==> config.mk <==
export PLATFORM = sky130hd
export DESIGN_NAME = multicycle_control_unit
export DESIGN_NICKNAME = d
export VERILOG_FILES = /design/src/rtl/mc_ctrl_pkg.sv /design/src/rtl/mc_alu_decoder.sv /design/src/rtl/multicycle_control_unit.sv
export SDC_FILE = /design/constraint.sdc
export NUM_CORES = 1
export LEC_CHECK = 0
export ABC_AREA = 1
export BUFFER_PORTS_ARGS = -buffer_cell sky130_fd_sc_hd__buf_2
export CAP_MARGIN = 20
export CELL_PAD_IN_SITES_DETAIL_PLACEMENT = 2
export CELL_PAD_IN_SITES_GLOBAL_PLACEMENT = 2
export CORE_ASPECT_RATIO = 0.7
export CORE_UTILIZATION = 16
export CTS_CLUSTER_DIAMETER = 150
export DETAILED_ROUTE_END_ITERATION = 6
export PLACE_DENSITY_LB_ADDON = 0.1
export SYNTH_ARGS = -nofsm -noshare
export SYNTH_HDL_FRONTEND = slang
export SYNTH_SLANG_ARGS = --single-unit
export TNS_END_PERCENT = 100
==> constraint.sdc <==
create_clock -name clk -period 1.1 [get_ports clk]
set_input_delay 0.11 -clock clk [delete_from_list [all_inputs] [get_ports clk]]
set_output_delay 0.11 -clock clk [all_outputs]
set_load 0.02 [all_outputs]
==> src/rtl/mc_ctrl_pkg.sv <==
// mc_ctrl_pkg: shared state encodings, opcodes and select codes for the multicycle control unit
package mc_ctrl_pkg;
  typedef enum logic [3:0] {
    S_FETCH    = 4'd0,
    S_DECODE   = 4'd1,
    S_MEMADR   = 4'd2,
    S_MEMREAD  = 4'd3,
    S_MEMWB    = 4'd4,
    S_MEMWRITE = 4'd5,
    S_EXECR    = 4'd6,
    S_EXECI    = 4'd7,
    S_ALUWB    = 4'd8,
    S_BEQ      = 4'd9,
    S_JAL      = 4'd10,
    S_ERROR    = 4'd15
  } state_t;
  localparam logic [6:0] OP_LW  = 7'b0000011;
  localparam logic [6:0] OP_SW  = 7'b0100011;
  localparam logic [6:0] OP_R   = 7'b0110011;
  localparam logic [6:0] OP_I   = 7'b0010011;
  localparam logic [6:0] OP_BEQ = 7'b1100011;
  localparam logic [6:0] OP_JAL = 7'b1101111;
  localparam logic [1:0] ALUOP_ADD   = 2'b00;
  localparam logic [1:0] ALUOP_SUB   = 2'b01;
  localparam logic [1:0] ALUOP_FUNCT = 2'b10;
  localparam logic [2:0] ALU_ADD = 3'b000;
  localparam logic [2:0] ALU_SUB = 3'b001;
  localparam logic [2:0] ALU_AND = 3'b010;
  localparam logic [2:0] ALU_OR  = 3'b011;
  localparam logic [2:0] ALU_SLT = 3'b101;
  localparam logic [1:0] RES_ALUOUT    = 2'b00;
  localparam logic [1:0] RES_DATA      = 2'b01;
  localparam logic [1:0] RES_ALURESULT = 2'b10;
  localparam logic [1:0] SRCA_PC    = 2'b00;
  localparam logic [1:0] SRCA_OLDPC = 2'b01;
  localparam logic [1:0] SRCA_A     = 2'b10;
  localparam logic [1:0] SRCB_WD    = 2'b00;
  localparam logic [1:0] SRCB_IMM   = 2'b01;
  localparam logic [1:0] SRCB_4     = 2'b10;
  localparam logic [1:0] IMM_I = 2'b00;
  localparam logic [1:0] IMM_S = 2'b01;
  localparam logic [1:0] IMM_B = 2'b10;
  localparam logic [1:0] IMM_J = 2'b11;
endpackage

==> src/rtl/mc_alu_decoder.sv <==
// mc_alu_decoder: maps ALUOp plus instruction fields to the ALU operation
module mc_alu_decoder
  import mc_ctrl_pkg::*;
(
  input  logic [1:0] aluop,
  input  logic       op5,
  input  logic [2:0] funct3,
  input  logic       funct7,
  output logic [2:0] alucontrol
);
  logic [2:0] funct_op;
  // Only R-type (op5 set) may select sub; addi with a set bit 30 stays add
  always_comb begin
    funct_op = (funct3 == 3'b000) ? ((op5 & funct7) ? ALU_SUB : ALU_ADD) :
               (funct3 == 3'b010) ? ALU_SLT :
               (funct3 == 3'b110) ? ALU_OR  :
               (funct3 == 3'b111) ? ALU_AND : ALU_ADD;
    alucontrol = (aluop == ALUOP_SUB)   ? ALU_SUB  :
                 (aluop == ALUOP_FUNCT) ? funct_op : ALU_ADD;
  end
endmodule

==> src/rtl/multicycle_control_unit.sv <==
// multicycle_control_unit: FSM sequencing fetch/decode/execute/memory/writeback
// for the multicycle RISC-V datapath, with MemReady stalls on memory states.
module multicycle_control_unit
  import mc_ctrl_pkg::*;
#(
  parameter int STATE_W = 4
) (
  input  logic               clk,
  input  logic               rst_n,
  input  logic [6:0]         op,
  input  logic [2:0]         funct3,
  input  logic               funct7,
  input  logic               Zero,
  input  logic               MemReady,
  output logic               PCWrite,
  output logic               AdrSrc,
  output logic               MemWrite,
  output logic               IRWrite,
  output logic [1:0]         ResultSrc,
  output logic [1:0]         ALUSrcA,
  output logic [1:0]         ALUSrcB,
  output logic [1:0]         ImmSrc,
  output logic [2:0]         ALUControl,
  output logic               RegWrite,
  output logic               IllegalInstr,
  output logic [STATE_W-1:0] StateOut
);
  state_t state, next;
  logic [1:0] aluop;
  logic mem_write, ir_write, reg_write, branch, pc_update;
  always_ff @(posedge clk or negedge rst_n)
    if (!rst_n) state <= S_FETCH;
    else state <= next;
  always_comb begin
    next = S_FETCH;
    case (state)
      S_FETCH:    next = MemReady ? S_DECODE : S_FETCH;
      S_DECODE:   next = (op == OP_LW || op == OP_SW) ? S_MEMADR :
                         (op == OP_R)   ? S_EXECR :
                         (op == OP_I)   ? S_EXECI :
                         (op == OP_BEQ) ? S_BEQ   :
                         (op == OP_JAL) ? S_JAL   : S_ERROR;
      S_MEMADR:   next = (op == OP_LW) ? S_MEMREAD : S_MEMWRITE;
      S_MEMREAD:  next = MemReady ? S_MEMWB : S_MEMREAD;
      S_MEMWB:    next = S_FETCH;
      S_MEMWRITE: next = MemReady ? S_FETCH : S_MEMWRITE;
      S_EXECR:    next = S_ALUWB;
      S_EXECI:    next = S_ALUWB;
      S_ALUWB:    next = S_FETCH;
      S_BEQ:      next = S_FETCH;
      S_JAL:      next = S_ALUWB;
      S_ERROR:    next = S_ERROR;
      default:    next = S_FETCH;
    endcase
  end
  always_comb begin
    AdrSrc = 1'b0;
    mem_write = 1'b0;
    ir_write = 1'b0;
    reg_write = 1'b0;
    branch = 1'b0;
    pc_update = 1'b0;
    IllegalInstr = 1'b0;
    ResultSrc = RES_ALUOUT;
    ALUSrcA = SRCA_PC;
    ALUSrcB = SRCB_WD;
    aluop = ALUOP_ADD;
    case (state)
      S_FETCH: begin
        ALUSrcB = SRCB_4;
        ResultSrc = RES_ALURESULT;
        ir_write = MemReady;
        pc_update = MemReady;
      end
      S_DECODE: begin
        ALUSrcA = SRCA_OLDPC;
        ALUSrcB = SRCB_IMM;
      end
      S_MEMADR: begin
        ALUSrcA = SRCA_A;
        ALUSrcB = SRCB_IMM;
      end
      S_MEMREAD: AdrSrc = 1'b1;
      S_MEMWB: begin
        ResultSrc = RES_DATA;
        reg_write = 1'b1;
      end
      S_MEMWRITE: begin
        AdrSrc = 1'b1;
        mem_write = 1'b1;
      end
      S_EXECR: begin
        ALUSrcA = SRCA_A;
        aluop = ALUOP_FUNCT;
      end
      S_EXECI: begin
        ALUSrcA = SRCA_A;
        ALUSrcB = SRCB_IMM;
        aluop = ALUOP_FUNCT;
      end
      S_ALUWB: reg_write = 1'b1;
      S_BEQ: begin
        ALUSrcA = SRCA_A;
        aluop = ALUOP_SUB;
        branch = 1'b1;
      end
      S_JAL: begin
        ALUSrcA = SRCA_OLDPC;
        ALUSrcB = SRCB_4;
        pc_update = 1'b1;
      end
      S_ERROR: IllegalInstr = 1'b1;
      default: ;
    endcase
  end
  // Enables are masked while reset is held so FETCH's MemReady-driven loads stay off
  assign PCWrite  = rst_n & ((branch & Zero) | pc_update);
  assign IRWrite  = rst_n & ir_write;
  assign MemWrite = rst_n & mem_write;
  assign RegWrite = rst_n & reg_write;
  assign ImmSrc = (op == OP_SW)  ? IMM_S :
                  (op == OP_BEQ) ? IMM_B :
                  (op == OP_JAL) ? IMM_J : IMM_I;
  assign StateOut = STATE_W'(state);
  mc_alu_decoder u_alu_dec (
    .aluop(aluop),
    .op5(op[5]),
    .funct3(funct3),
    .funct7(funct7),
    .alucontrol(ALUControl)
  );
endmodule

# Word-level counts from Yosys, hierarchy flattened
# Index checks and enable logic that the tools add are counted.
# word_totals
out_inout_bits	21
in_bits	15
elab_cells	72
register_bits	4
# classes
n_reduce_logical	11
eq_ne	22
n_mux	31
n_bitwise	7
# op_table
operator	count
3-bit two-way mux	10
4-bit one-hot mux with 7 select lines	1
4-bit by 3-bit equality test with 1-bit output (second input constant)	4
4-bit equality test (second input constant)	4
2-bit one-hot mux with 2 select lines	4
7-bit by 6-bit equality test with 1-bit output (second input constant)	2
7-bit equality test (second input constant)	2
4-bit two-way mux	3
2-bit OR reduction	5
4-bit by 2-bit equality test with 1-bit output (second input constant)	2
1-bit two-way mux	8
2-bit two-way mux	4
7-bit by 2-bit equality test with 1-bit output (second input constant)	1
7-bit by 5-bit equality test with 1-bit output (second input constant)	1
1-bit AND	6
3-bit equality test (second input constant)	2
3-bit OR reduction	2
4-bit by 1-bit equality test with 1-bit output (second input constant)	1
4-bit logical NOT	1
4-bit OR reduction	1
3-bit by 2-bit equality test with 1-bit output (second input constant)	1
3-bit logical NOT	1
2-bit by 1-bit equality test with 1-bit output (second input constant)	1
2-bit equality test (second input constant)	1
other kinds (3)	3

# Depth between registers and ports, before layout
# Gate-level depths: netlist of run 1.
# logic_depth
ltp_word	7
ltp_mapped	7
depth_no_buf	7

# By module
# From an unflattened synthesis of run 1, not the netlist that was laid out.
# unflattened
hier_cells	100
hier_area_um2	540.5
# modules_own_cells
module	cells_per_inst	seq_area_each_um2	n_inst	area_per_inst_um2
multicycle_control_unit	87	100.1	1	481.7
mc_alu_decoder	13	0.0	1	58.8

# Worst setup path after synthesis of run 1
# Ideal clock, no wire load.
# synth_timing
path_kind	reg-to-output
from	register state[2], in the netlist StateOut[2]
to	output ALUControl[2]
path_stages_with_launch	5
t_required_ns	0.990
n_path_buf	0
slack_ns	-0.473
arrival_ns	1.463
cell_sequence	dfrtp_1 -> nand2_2 -> nor2_2 -> inv_2 -> nor4_1
# synth_via
elab_chain_cells	6
word_cells_on_any_way	9
cone_classes	eq/ne: 5; mux: 3; reduce/logical: 1
# synth_lines
element	line_no	source
from (decl)	multicycle_control_unit.sv:28	state_t state, next;
from (signal assigned)	multicycle_control_unit.sv:33	else state <= next;
4-bit by 3-bit equality test with 1-bit output	multicycle_control_unit.sv:68	case (state)
2-bit OR reduction (no line)	n/a	
2-bit one-hot mux with 2 select lines (*)	multicycle_control_unit.sv:68	
2-bit equality test	mc_alu_decoder.sv:19	(aluop == ALUOP_FUNCT) ? funct_op : ALU_ADD;
3-bit two-way mux	mc_alu_decoder.sv:19	
3-bit two-way mux (*)	mc_alu_decoder.sv:18	alucontrol = (aluop == ALUOP_SUB) ? ALU_SUB :
to (decl)	multicycle_control_unit.sv:23	output logic [2:0] ALUControl,
# Every way passes the cells marked *; elsewhere a longest branch is shown, timed or not.

# Worst setup path in the final report of run 1
# layout_timing
from	register state[1], in the netlist StateOut[1]
to	output PCWrite
# layout_via
elab_chain_cells	5
word_cells_on_any_way	8
cone_classes	eq/ne: 2; mux: 2; bitwise: 3; reduce/logical: 1
# layout_lines
element	line_no	source
4-bit equality test	multicycle_control_unit.sv:68	
1-bit two-way mux	multicycle_control_unit.sv:68	
1-bit AND	multicycle_control_unit.sv:117	assign PCWrite = rst_n & ((branch & Zero) | pc_update);
1-bit bitwise OR (*)	multicycle_control_unit.sv:117	
1-bit AND (*)	multicycle_control_unit.sv:117	
to (decl)	multicycle_control_unit.sv:15	output logic PCWrite,
# Marked as above.

==> flow_metrics.py, run 1 <==
metrics = {
    "clock_network": {
        "clk_latency_ns": 0.22,
        "path_clk_slew_ns": 0.03,
        "h-tree-depth": 1,
        "cts_tree": "built",
        "cts_max_path_buffers": 2,
        "clock-root-buffer": "clkbuf_8",
        "numClockSinks": 4,
        "cts_buffers": 3,
    },
    "hold_path": {
        "holdPathEnd": "StateOut[3]",
        "hp-start": "op[6]",
        "hp-class": "input port to register",
        "whs_path_depth": 3,
    },
    "run_status": {
        "violations": "setup timing",
        "status": "complete, but fails checks",
    },
    "critical_path": {
        "cp.required_ns": 0.99,
        "crit_type": "register to primary output",
        "path_cells": "nor2_2, inv_2, nor2_4, nand2_4, a31oi_4, buf_6",
        "r2r_cells": 8,
        "rr_startpoint": "StateOut[0]",
        "crit_path_top_delay_cell": "dfrtp_2",
        "crit_buf_inv": 2,
        "arrival_ns": 1.41,
        "max_stage_delay_ns": 0.47,
        "critPathCaptureType": "primary output",
        "path_delay_family": "flip-flops",
        "path_max_fanout": 4,
        "regToRegSetupSlack_ns": -0.27,
        "start_kind": "register",
        "worst_r2r_endpoint": "StateOut[2]",
    },
    "routing": {
        "dr.pass1.iters": 2,
        "dr.first_iter.drc_count": 20,
        "ant_nets": 0,
        "vias": 927,
        "viasPerCell": 4.27,
        "route.detailed.drc": 0,
        "wl_per_cell_microns": 15.5,
        "wirelength_microns": 3370,
    },
    "cells_and_area": {
        "drive_gt1_frac": 0.753,
        "syn_to_final_growth_pct": 170,
        "fin_cells": 217,
        "largest_reg_flops": 4,
        "fillers": 371,
        "insertedDiodeCount": 0,
        "nNetsFinal": 187,
        "final_area_sq_mm": 0.00149,
    },
    "power": {
        "power_density_mw_per_mm2": 2380,
        "ir_worst_vdd_mv": 1.09,
        "leakage_nw": 0.756,
    },
    "placed_design": {
        "place_area_sq_mm": 0.00101,
        "dpl.hpwl_microns": 2260,
        "gp_congestion": 0.801,
        "pre_cts_slack_ns": -0.290,
        "dp_cells": 198,
        "io_buffer_count": 35,
    },
    "timing": {
        "fmax_mhz": 658,
        "drv_slew": 0,
        "setup_violations": 21,
        "worst_slew_pin_slew_ns": 0.353,
        "tns_ns": -6.14,
        "post-route-period-util": 1.38,
        "finalHoldViolCount": 0,
        "rsz0062_at_grt": "true",
        "fin_skew_ns": 0.00457,
        "relSlewSlack": 0.764,
        "period_needed_ns": 1.52,
        "setup_slack_ns": -0.421,
    },
    "floorplan": {
        "pin_count": 36,
        "dieWidth_microns": 72.1,
        "core-area_sq_mm": 0.00321,
        "rows": 17,
        "die_h_microns": 51.1,
        "initial_core_util": 0.171,
        "dieArea_sq_mm": 0.00368,
    },
    "global_route": {
        "grt_overflow": 0,
        "antenna_found_initial": 0,
        "grt_pass1_vias": 1009,
        "grtUsageTotal": 0.193,
        "grt_pass1_wl_microns": 5220,
        "grt_max_degree": 7,
    },
    "synthesis": {
        "ys_ff_latch": 4,
        "synth.distinct_cells": 24,
        "syn_inst": 96,
        "yosysWarnings": 0,
        "avgSynthCellArea_sq_um": 5.73,
        "syn_area_sq_um": 551,
        "synth_nets": 111,
        "synth-seq-area-share": 0.182,
    },
    "job": {
        "drv_cap": 0,
    },
}
[cells by family after synthesis]
| group | Yosys count | share of synthesized area |
|---|---|---|
| AO/OA/AOI/OAI | 12 | 0.141 |
| buffers and inverters | 23 | 0.157 |
| flip-flops | 4 | 0.182 |
| AND/OR/NAND/NOR | 57 | 0.520 |
[cells in the mapped netlist]
master / number / share of area
a21oi_1: 1 / 0.0091
or2_0: 1 / 0.011
or2_2: 1 / 0.011
nand2_1: 15 / 0.10
inv_1: 19 / 0.13
o21ai_1: 3 / 0.027
a31oi_1: 2 / 0.023
dfrtp_1: 4 / 0.18
nor2_4: 3 / 0.061
nor3_1: 2 / 0.018
nand2_2: 1 / 0.011
o21bai_1: 1 / 0.014
nor2_1: 18 / 0.12
nor2_2: 1 / 0.011
nand3_2: 2 / 0.036
inv_2: 4 / 0.027
o31ai_2: 1 / 0.023
a211oi_1: 1 / 0.014
o21ai_0: 2 / 0.018
nand3_1: 10 / 0.091
nor4_1: 1 / 0.011
nand2_4: 1 / 0.020
o211ai_1: 1 / 0.014
nand4_1: 1 / 0.011
[worst max path at each step]
stage,startpoint,end,slack [ns],cells after the start
floorplan,StateOut[3],PCWrite,-0.20,5
global placement,StateOut[1],PCWrite,-0.31,5
detailed placement,StateOut[1],PCWrite,-0.29,5
CTS,StateOut[3],ALUControl[2],-0.43,6
global route,StateOut[1],ALUSrcB[0],-0.48,7
finish,StateOut[1],PCWrite,-0.42,6
[area by class of cell]
class,count,area [sq um],area share
clock buffers,3,41.3,0.0278
flip-flops and latches,4,105,0.0708
repair buffers,71,581,0.391
well taps,47,58.8,0.0396
multi-input cells,69,601,0.404
inverters,23,98.8,0.0666
[report_power, final]
part | leakage [nW] | switching (mW) | total (mW) | internal [mW]
sequential | 0.0460 | 0.158 | 0.380 | 0.222
combinational | 0.688 | 1.47 | 2.85 | 1.38
clock | 0.0216 | 0.0747 | 0.308 | 0.233
[placed cells by master (no fill, tap or decap), drive strengths merged]
master / count
dlygate4sd3: 1
a31oi: 2
nand2: 17
nor3: 2
nor4: 1
o21bai: 1
inv: 23
nor2: 22
o21ai: 5
o31ai: 1
nand3: 12
buf: 70
clkbuf: 3
a21oi: 1
or2: 2
dfrtp: 4
nand4: 1
o211ai: 1
a211oi: 1
[routing by layer]
layer / up-vias / share of wire / wire (microns) / GRT usage
li1: 456 / - / - / -
met1: 449 / 0.49 / 1640 / 0.248
met2: 22 / 0.48 / 1630 / 0.343
met3: 0 / 0.028 / 95 / 0.0355
met4: 0 / 0 / 0 / 0.0261
met5: - / 0 / 0 / 0
[metrics by stage]
step | hold WS [ns] | power [mW] | util
after floorplan | -0.186 | 1.30 | -
after global placement | 0.0213 | 2.07 | 0.315
after detailed placement | 0.0197 | 2.11 | 0.315
after CTS | 0.179 | 3.25 | 0.424
after global routing | 0.269 | 3.75 | 0.462
final | 0.248 | 3.53 | 0.462
[repair_timing]
action | 4_1_cts | 5_1_grt
hold buffers | 1 | 0
pin swaps | 11 | 9
endpoints found under the setup margin | 19 | 24
buffers inserted | 11 | 8
endpoints found under the hold margin | 4 | 0
gates resized for setup | 70 | 22
[worst register-to-register path, delay by kind of cell, from the launching register on]
| kind | cells | cell delay (ns) |
|---|---|---|
| buffers and inverters | 3 | 0.34 |
| flip-flops | 1 | 0.47 |
| AO/OA/AOI/OAI | 1 | 0.06 |
| AND/OR/NAND/NOR | 4 | 0.36 |
Note: power is estimated with default switching activity, not from simulation.
==> inputs of run 2 (changes only) <==
--- a/config.mk
+++ b/config.mk
@@ -11,7 +11,7 @@
 export CELL_PAD_IN_SITES_DETAIL_PLACEMENT = 2
 export CELL_PAD_IN_SITES_GLOBAL_PLACEMENT = 2
 export CORE_ASPECT_RATIO = 0.7
-export CORE_UTILIZATION = 16
+export CORE_UTILIZATION = 18
 export CTS_CLUSTER_DIAMETER = 150
 export DETAILED_ROUTE_END_ITERATION = 6
 export PLACE_DENSITY_LB_ADDON = 0.1
==> constraint.sdc (replaced) <==
create_clock -name clk -period 1.6 [get_ports clk]
set_input_delay 0.16 -clock clk [delete_from_list [all_inputs] [get_ports clk]]
set_output_delay 0.16 -clock clk [all_outputs]
set_load 0.02 [all_outputs]
==> flow_metrics.py, run 2 (same netlist as run 1, synthesis figures left out) <==
metrics = {
    "routing": {
        "dr.pass1.iters": 4,
        "wirelength_microns": 2500,
        "viasPerCell": 4.50,
        "ant_nets": 0,
        "wl_per_cell_microns": 14.4,
        "route.detailed.drc": 0,
        "vias": 779,
        "dr.first_iter.drc_count": 25,
    },
    "timing": {
        "tns_ns": -0.0560,
        "fin_skew_ns": 0.000311,
        "period_needed_ns": 1.65,
        "rsz0062_at_grt": "true",
        "drv_slew": 0,
        "fmax_mhz": 604,
        "post-route-period-util": 1.03,
        "setup_violations": 2,
        "finalHoldViolCount": 0,
        "worst_slew_pin_slew_ns": 0.237,
        "relSlewSlack": 0.841,
        "setup_slack_ns": -0.0547,
    },
    "clock_network": {
        "path_clk_slew_ns": 0.03,
        "cts_buffers": 3,
        "clk_latency_ns": 0.22,
        "h-tree-depth": 1,
        "cts_tree": "built",
        "numClockSinks": 4,
        "cts_max_path_buffers": 2,
        "clock-root-buffer": "clkbuf_8",
    },
    "global_route": {
        "antenna_found_initial": 0,
        "grt_pass1_vias": 796,
        "grt_overflow": 0,
        "grt_max_degree": 7,
        "grt_pass1_wl_microns": 3740,
        "grtUsageTotal": 0.169,
    },
    "critical_path": {
        "max_stage_delay_ns": 0.42,
        "path_cells": "buf_4, nand2_1, nor2_2, nand2_1, a31oi_1, buf_4",
        "crit_start": "StateOut[3]",
        "path_max_fanout": 5,
        "start_kind": "register",
        "crit_path_top_delay_cell": "dfrtp_2",
        "arrival_ns": 1.49,
        "critPathCaptureType": "primary output",
        "crit_type": "register to primary output",
        "rr_startpoint": "StateOut[0]",
        "cp.required_ns": 1.44,
    },
    "power": {
        "power_density_mw_per_mm2": 1690,
        "pwr-share-comb": 0.705,
        "pwr-share-seq": 0.153,
        "leakage_nw": 0.518,
        "clockPowerShare": 0.142,
        "ir_worst_vdd_mv": 0.782,
        "switchingPower_mw": 0.853,
        "swShare": 0.561,
        "p_int_mw": 0.668,
    },
    "placed_design": {
        "dpl.hpwl_microns": 2020,
        "gp_congestion": 0.733,
        "io_buffer_count": 35,
    },
    "run_status": {
        "violations": "setup timing",
        "status": "complete, but fails checks",
    },
    "job": {
        "drv_cap": 0,
    },
    "floorplan": {
        "dieWidth_microns": 68.1,
        "core-area_sq_mm": 0.00284,
        "initial_core_util": 0.194,
        "rows": 16,
        "pin_count": 36,
        "die_h_microns": 48.3,
        "dieArea_sq_mm": 0.00329,
    },
    "hold_path": {
        "hp-class": "input port to asynchronous set/reset pin",
    },
    "cells_and_area": {
        "fillers": 379,
        "insertedDiodeCount": 0,
        "multiInputGateArea_sq_um": 400,
        "nNetsFinal": 154,
        "largest_reg_flops": 4,
        "seq_area_sq_um": 103,
        "final_cell_mix": "buf_2, inv_1, nor2_1",
        "drive_gt1_frac": 0.474,
        "post-route-util": 0.316,
        "final_common_cell": "buf_2",
        "syn_to_final_growth_pct": 63.2,
    },
}
[run 2: changes by cell type in the layout (fill, tap and decap cells not counted), sizes merged]
cell | previous run | this run
buf | 70 | 36
clkbuf | 3 | 4
[run 2: worst paths after layout]
kind | slack (ns) | cells past startpoint | endpoint
worst max register to register | 0.33 | 6 | StateOut[1]
max in group asynchronous | 1.16 | 2 | StateOut[3]
min in group clk | 0.33 | 3 | StateOut[3]
worst max-delay path | -0.05 | 6 | PCWrite
worst min register to register | 0.74 | 3 | StateOut[2]
worst min-delay path | 0.31 | 2 | StateOut[2]
[run 2: layout make-up]
| cell class | instances | area share |
|---|---|---|
| multi-input cells | 69 | 0.446 |
| repair buffers | 38 | 0.248 |
| well taps | 36 | 0.0501 |
| clock buffers | 3 | 0.0460 |
| flip-flops and latches | 4 | 0.114 |
| inverters | 23 | 0.0961 |
[run 2: timing repair]
action                                  in CTS  in global routing
hold buffers                                 1                  0
endpoints found under the setup margin       4                 11
hold endpoints to repair                     4                  0
pin swaps                                    0                  2
setup buffers                                2                  0
resized for setup                            6                 15
[run 2: metrics by stage]
stage / hold WS (ns) / setup WS [ns] / cell area (sq um) / power (mW) / instances
floorplan: -0.136 / 0.0431 / 557 / 0.829 / 96
global placement: -0.0127 / 0.200 / 777 / 1.14 / 167
detailed placement: -0.0111 / 0.182 / 777 / 1.16 / 167
CTS: 0.295 / -0.00696 / 858 / 1.44 / 173
global route: 0.329 / -0.0747 / 898 / 1.63 / 173
finish: 0.308 / -0.0547 / 898 / 1.52 / 173
[run 2: critical path, delay by kind of cell, from the launching register on]
kind	cells	cell delay [ns]
AO/OA/AOI/OAI	1	0.17
AND/OR/NAND/NOR	3	0.36
flip-flops	1	0.42
buffers and inverters	2	0.32
[run 2: power groups by stage]
stage | clock network, mW | logic (mW) | registers [mW]
after CTS | 0.220 | 0.998 | 0.219
after floorplan | 0 | 0.576 | 0.254
after global routing | 0.233 | 1.15 | 0.245
final | 0.216 | 1.07 | 0.232
after detailed placement | 0 | 0.936 | 0.221
after global placement | 0 | 0.931 | 0.211
[run 2: routing by layer]
layer	global-route usage	up-vias	wire length, microns	part of all wire
li1	-	388	-	-
met1	0.231	359	1310	0.52
met2	0.259	27	1030	0.41
met3	0.0561	5	114	0.046
met4	0.0375	0	39	0.016
met5	0	-	0	0
==> inputs of run 3 (changes only) <==
--- a/config.mk
+++ b/config.mk
@@ -5,13 +5,12 @@
 export SDC_FILE = /design/constraint.sdc
 export NUM_CORES = 1
 export LEC_CHECK = 0
-export ABC_AREA = 1
 export BUFFER_PORTS_ARGS = -buffer_cell sky130_fd_sc_hd__buf_2
 export CAP_MARGIN = 20
 export CELL_PAD_IN_SITES_DETAIL_PLACEMENT = 2
 export CELL_PAD_IN_SITES_GLOBAL_PLACEMENT = 2
 export CORE_ASPECT_RATIO = 0.7
-export CORE_UTILIZATION = 18
+export CORE_UTILIZATION = 20
 export CTS_CLUSTER_DIAMETER = 150
 export DETAILED_ROUTE_END_ITERATION = 6
 export PLACE_DENSITY_LB_ADDON = 0.1
==> flow_metrics.py, run 3 <==
metrics = {
    "synthesis": {
        "synthSimpleGateAreaFrac": 0.416,
        "syn_inst": 90,
        "synthMuxAreaShare": 0.0189,
        "ys_top_cells_by_area": "dfrtp_1, nand2_1, nor2_1",
        "synth-edff-count": 0,
        "syn_area_sq_um": 596,
        "yosysMostFrequentCell": "nand2_1",
        "synth_ff_type": "dfrtp_1",
        "synth-compound-area-share": 0.271,
        "synth-seq-area-share": 0.168,
        "synth_largest_area_cell": "dfrtp_1",
        "synth_top_area_frac": 0.168,
        "async_flop_share": 1.00,
        "synth_top_family_by_area": "simple AND/OR/NAND/NOR gates",
        "synth_nets": 105,
        "ys_ff_latch": 4,
        "avgSynthCellArea_sq_um": 6.62,
        "synth.distinct_cells": 38,
        "yosysWarnings": 0,
        "synth_common_cells": "nand2_1, nor2_1, nor3_1",
        "synth-adder-area-share": 0,
        "synth-xor-area-share": 0.0441,
    },
    "clock_network": {
        "cts_buffers": 3,
        "cts_tree": "built",
        "clk_latency_ns": 0.22,
        "path_clk_slew_ns": 0.03,
        "h-tree-depth": 1,
        "cts_max_path_buffers": 2,
        "clock-root-buffer": "clkbuf_8",
        "numClockSinks": 4,
    },
    "critical_path": {
        "start_kind": "register",
        "critPathCaptureType": "primary output",
        "arrival_ns": 1.42,
        "max_stage_delay_ns": 0.46,
        "crit_type": "register to primary output",
        "path_cells": "buf_4, xnor2_1, a21oi_1, nor2_1, buf_2",
        "path_max_fanout": 7,
        "cp.required_ns": 1.44,
        "crit_path_top_delay_cell": "dfrtp_2",
        "r2r_cells": 5,
    },
    "timing": {
        "worst_slew_pin_slew_ns": 0.309,
        "finalHoldViolCount": 0,
        "setup_violations": 0,
        "setup_slack_ns": 0.0232,
        "tns_ns": 0,
        "fin_skew_ns": 0.000737,
        "hold_slack_ns": 0.291,
        "post-route-period-util": 0.986,
        "relSlewSlack": 0.792,
        "drv_slew": 0,
        "period_needed_ns": 1.58,
        "fmax_mhz": 634,
    },
    "power": {
        "pwr-share-comb": 0.756,
        "switchingPower_mw": 1.00,
        "pwr-share-seq": 0.131,
        "swShare": 0.514,
        "ir_worst_vdd_mv": 0.615,
        "p_int_mw": 0.949,
        "clockPowerShare": 0.113,
        "leakage_nw": 0.507,
        "power_density_mw_per_mm2": 1860,
    },
    "cells_and_area": {
        "final_cell_mix": "buf_2, buf_4, nand2_1",
        "insertedDiodeCount": 0,
        "drive_gt1_frac": 0.568,
        "nNetsFinal": 156,
        "largest_reg_flops": 4,
        "post-route-util": 0.375,
        "syn_to_final_growth_pct": 76.3,
        "final_common_cell": "buf_2",
    },
    "floorplan": {
        "initial_core_util": 0.212,
        "rows": 16,
        "dieWidth_microns": 67.2,
        "pin_count": 36,
        "die_h_microns": 47.7,
        "dieArea_sq_mm": 0.00320,
        "core-area_sq_mm": 0.00280,
    },
    "routing": {
        "viasPerCell": 5.16,
        "wl_per_cell_microns": 16.5,
        "ant_nets": 0,
        "route.detailed.drc": 0,
        "vias": 903,
        "wirelength_microns": 2890,
        "dr.first_iter.drc_count": 37,
        "dr.pass1.iters": 4,
    },
    "hold_path": {
        "hp-class": "input port to register",
        "whs_path_depth": 3,
    },
    "global_route": {
        "grt_max_degree": 13,
        "grt_pass1_vias": 759,
        "grt_pass1_wl_microns": 3710,
        "grt_overflow": 0,
        "grtUsageTotal": 0.163,
        "antenna_found_initial": 0,
    },
    "placed_design": {
        "io_buffer_count": 35,
        "gp_congestion": 0.779,
        "pre_cts_slack_ns": 0.103,
        "dpl.hpwl_microns": 1960,
    },
    "run_status": {
        "status": "finished clean",
    },
    "job": {
        "drv_cap": 0,
    },
}
[run 3: cell count changes after synthesis, moves of 5 or more]
cell	delta
nor3_1	+6
a21oi_1	+5
nand3_1	-8
inv_1	-18
buf_2	+5
nor2_1	-7
[run 3: stage by stage]
stage	instance area (sq um)	std cells	power, mW
after CTS	906	166	1.67
after floorplan	609	90	1.03
after global placement	841	161	1.38
after detailed placement	841	161	1.40
after global routing	1050	175	2.08
final	1050	175	1.95
[run 3: layout make-up]
class	instances	area, sq um
fillers	341	1750
multi-input cells	77	515
repair buffers	53	335
flip-flops and latches	4	105
well taps	36	45.0
clock buffers	3	41.3
inverters	2	7.51
[run 3: cell families (layout without fill, tap and decap cells)]
kind of cell    after synthesis  count (layout)
mux                           1               1
buf+inv                       9              58
flops                         4               4
compound gates               24              24
simple gates                 49              49
xor+xnor                      3               3
[run 3: critical path: cells and delay by family (launching register included)]
family / cells / cell delay, ns
flip-flops: 1 / 0.46
buffers and inverters: 2 / 0.36
AO/OA/AOI/OAI: 1 / 0.11
XOR/XNOR: 1 / 0.18
AND/OR/NAND/NOR: 1 / 0.09
[run 3: final timing paths]
check | from | to | slack [ns]
max | StateOut[2] | ALUSrcB[0] | 0.02
min | op[5] | StateOut[2] | 0.29
max reg2reg | StateOut[1] | StateOut[2] | 0.20
min reg2reg | StateOut[3] | StateOut[3] | 0.72
max in group asynchronous | rst_n | StateOut[3] | 1.01
min in group asynchronous | rst_n | StateOut[0] | 0.38
[run 3: what timing repair did]
action | in CTS | in global routing
hold buffers | 1 | 0
gates resized for setup | 4 | 23
hold endpoints to repair | 4 | 0
pin swaps | 0 | 5
setup buffers | 1 | 9
endpoints found under the setup margin | 12 | 9
[run 3: power by group through the flow]
| stage | combinational, mW | sequential [mW] | clock (mW) |
|---|---|---|---|
| final | 1.48 | 0.256 | 0.221 |
| after global routing | 1.59 | 0.263 | 0.232 |
| after CTS | 1.16 | 0.280 | 0.225 |
| after detailed placement | 1.13 | 0.275 | 0 |
| after global placement | 1.12 | 0.265 | 0 |
| after floorplan | 0.802 | 0.231 | 0 |
[run 3: per-layer routing]
metal / part of all wire / track usage / vias up
met5: 0 / 0 / -
met4: 0.016 / 0.0255 / 0
met3: 0.054 / 0.0548 / 6
met2: 0.48 / 0.264 / 35
met1: 0.44 / 0.215 / 441
li1: - / - / 421
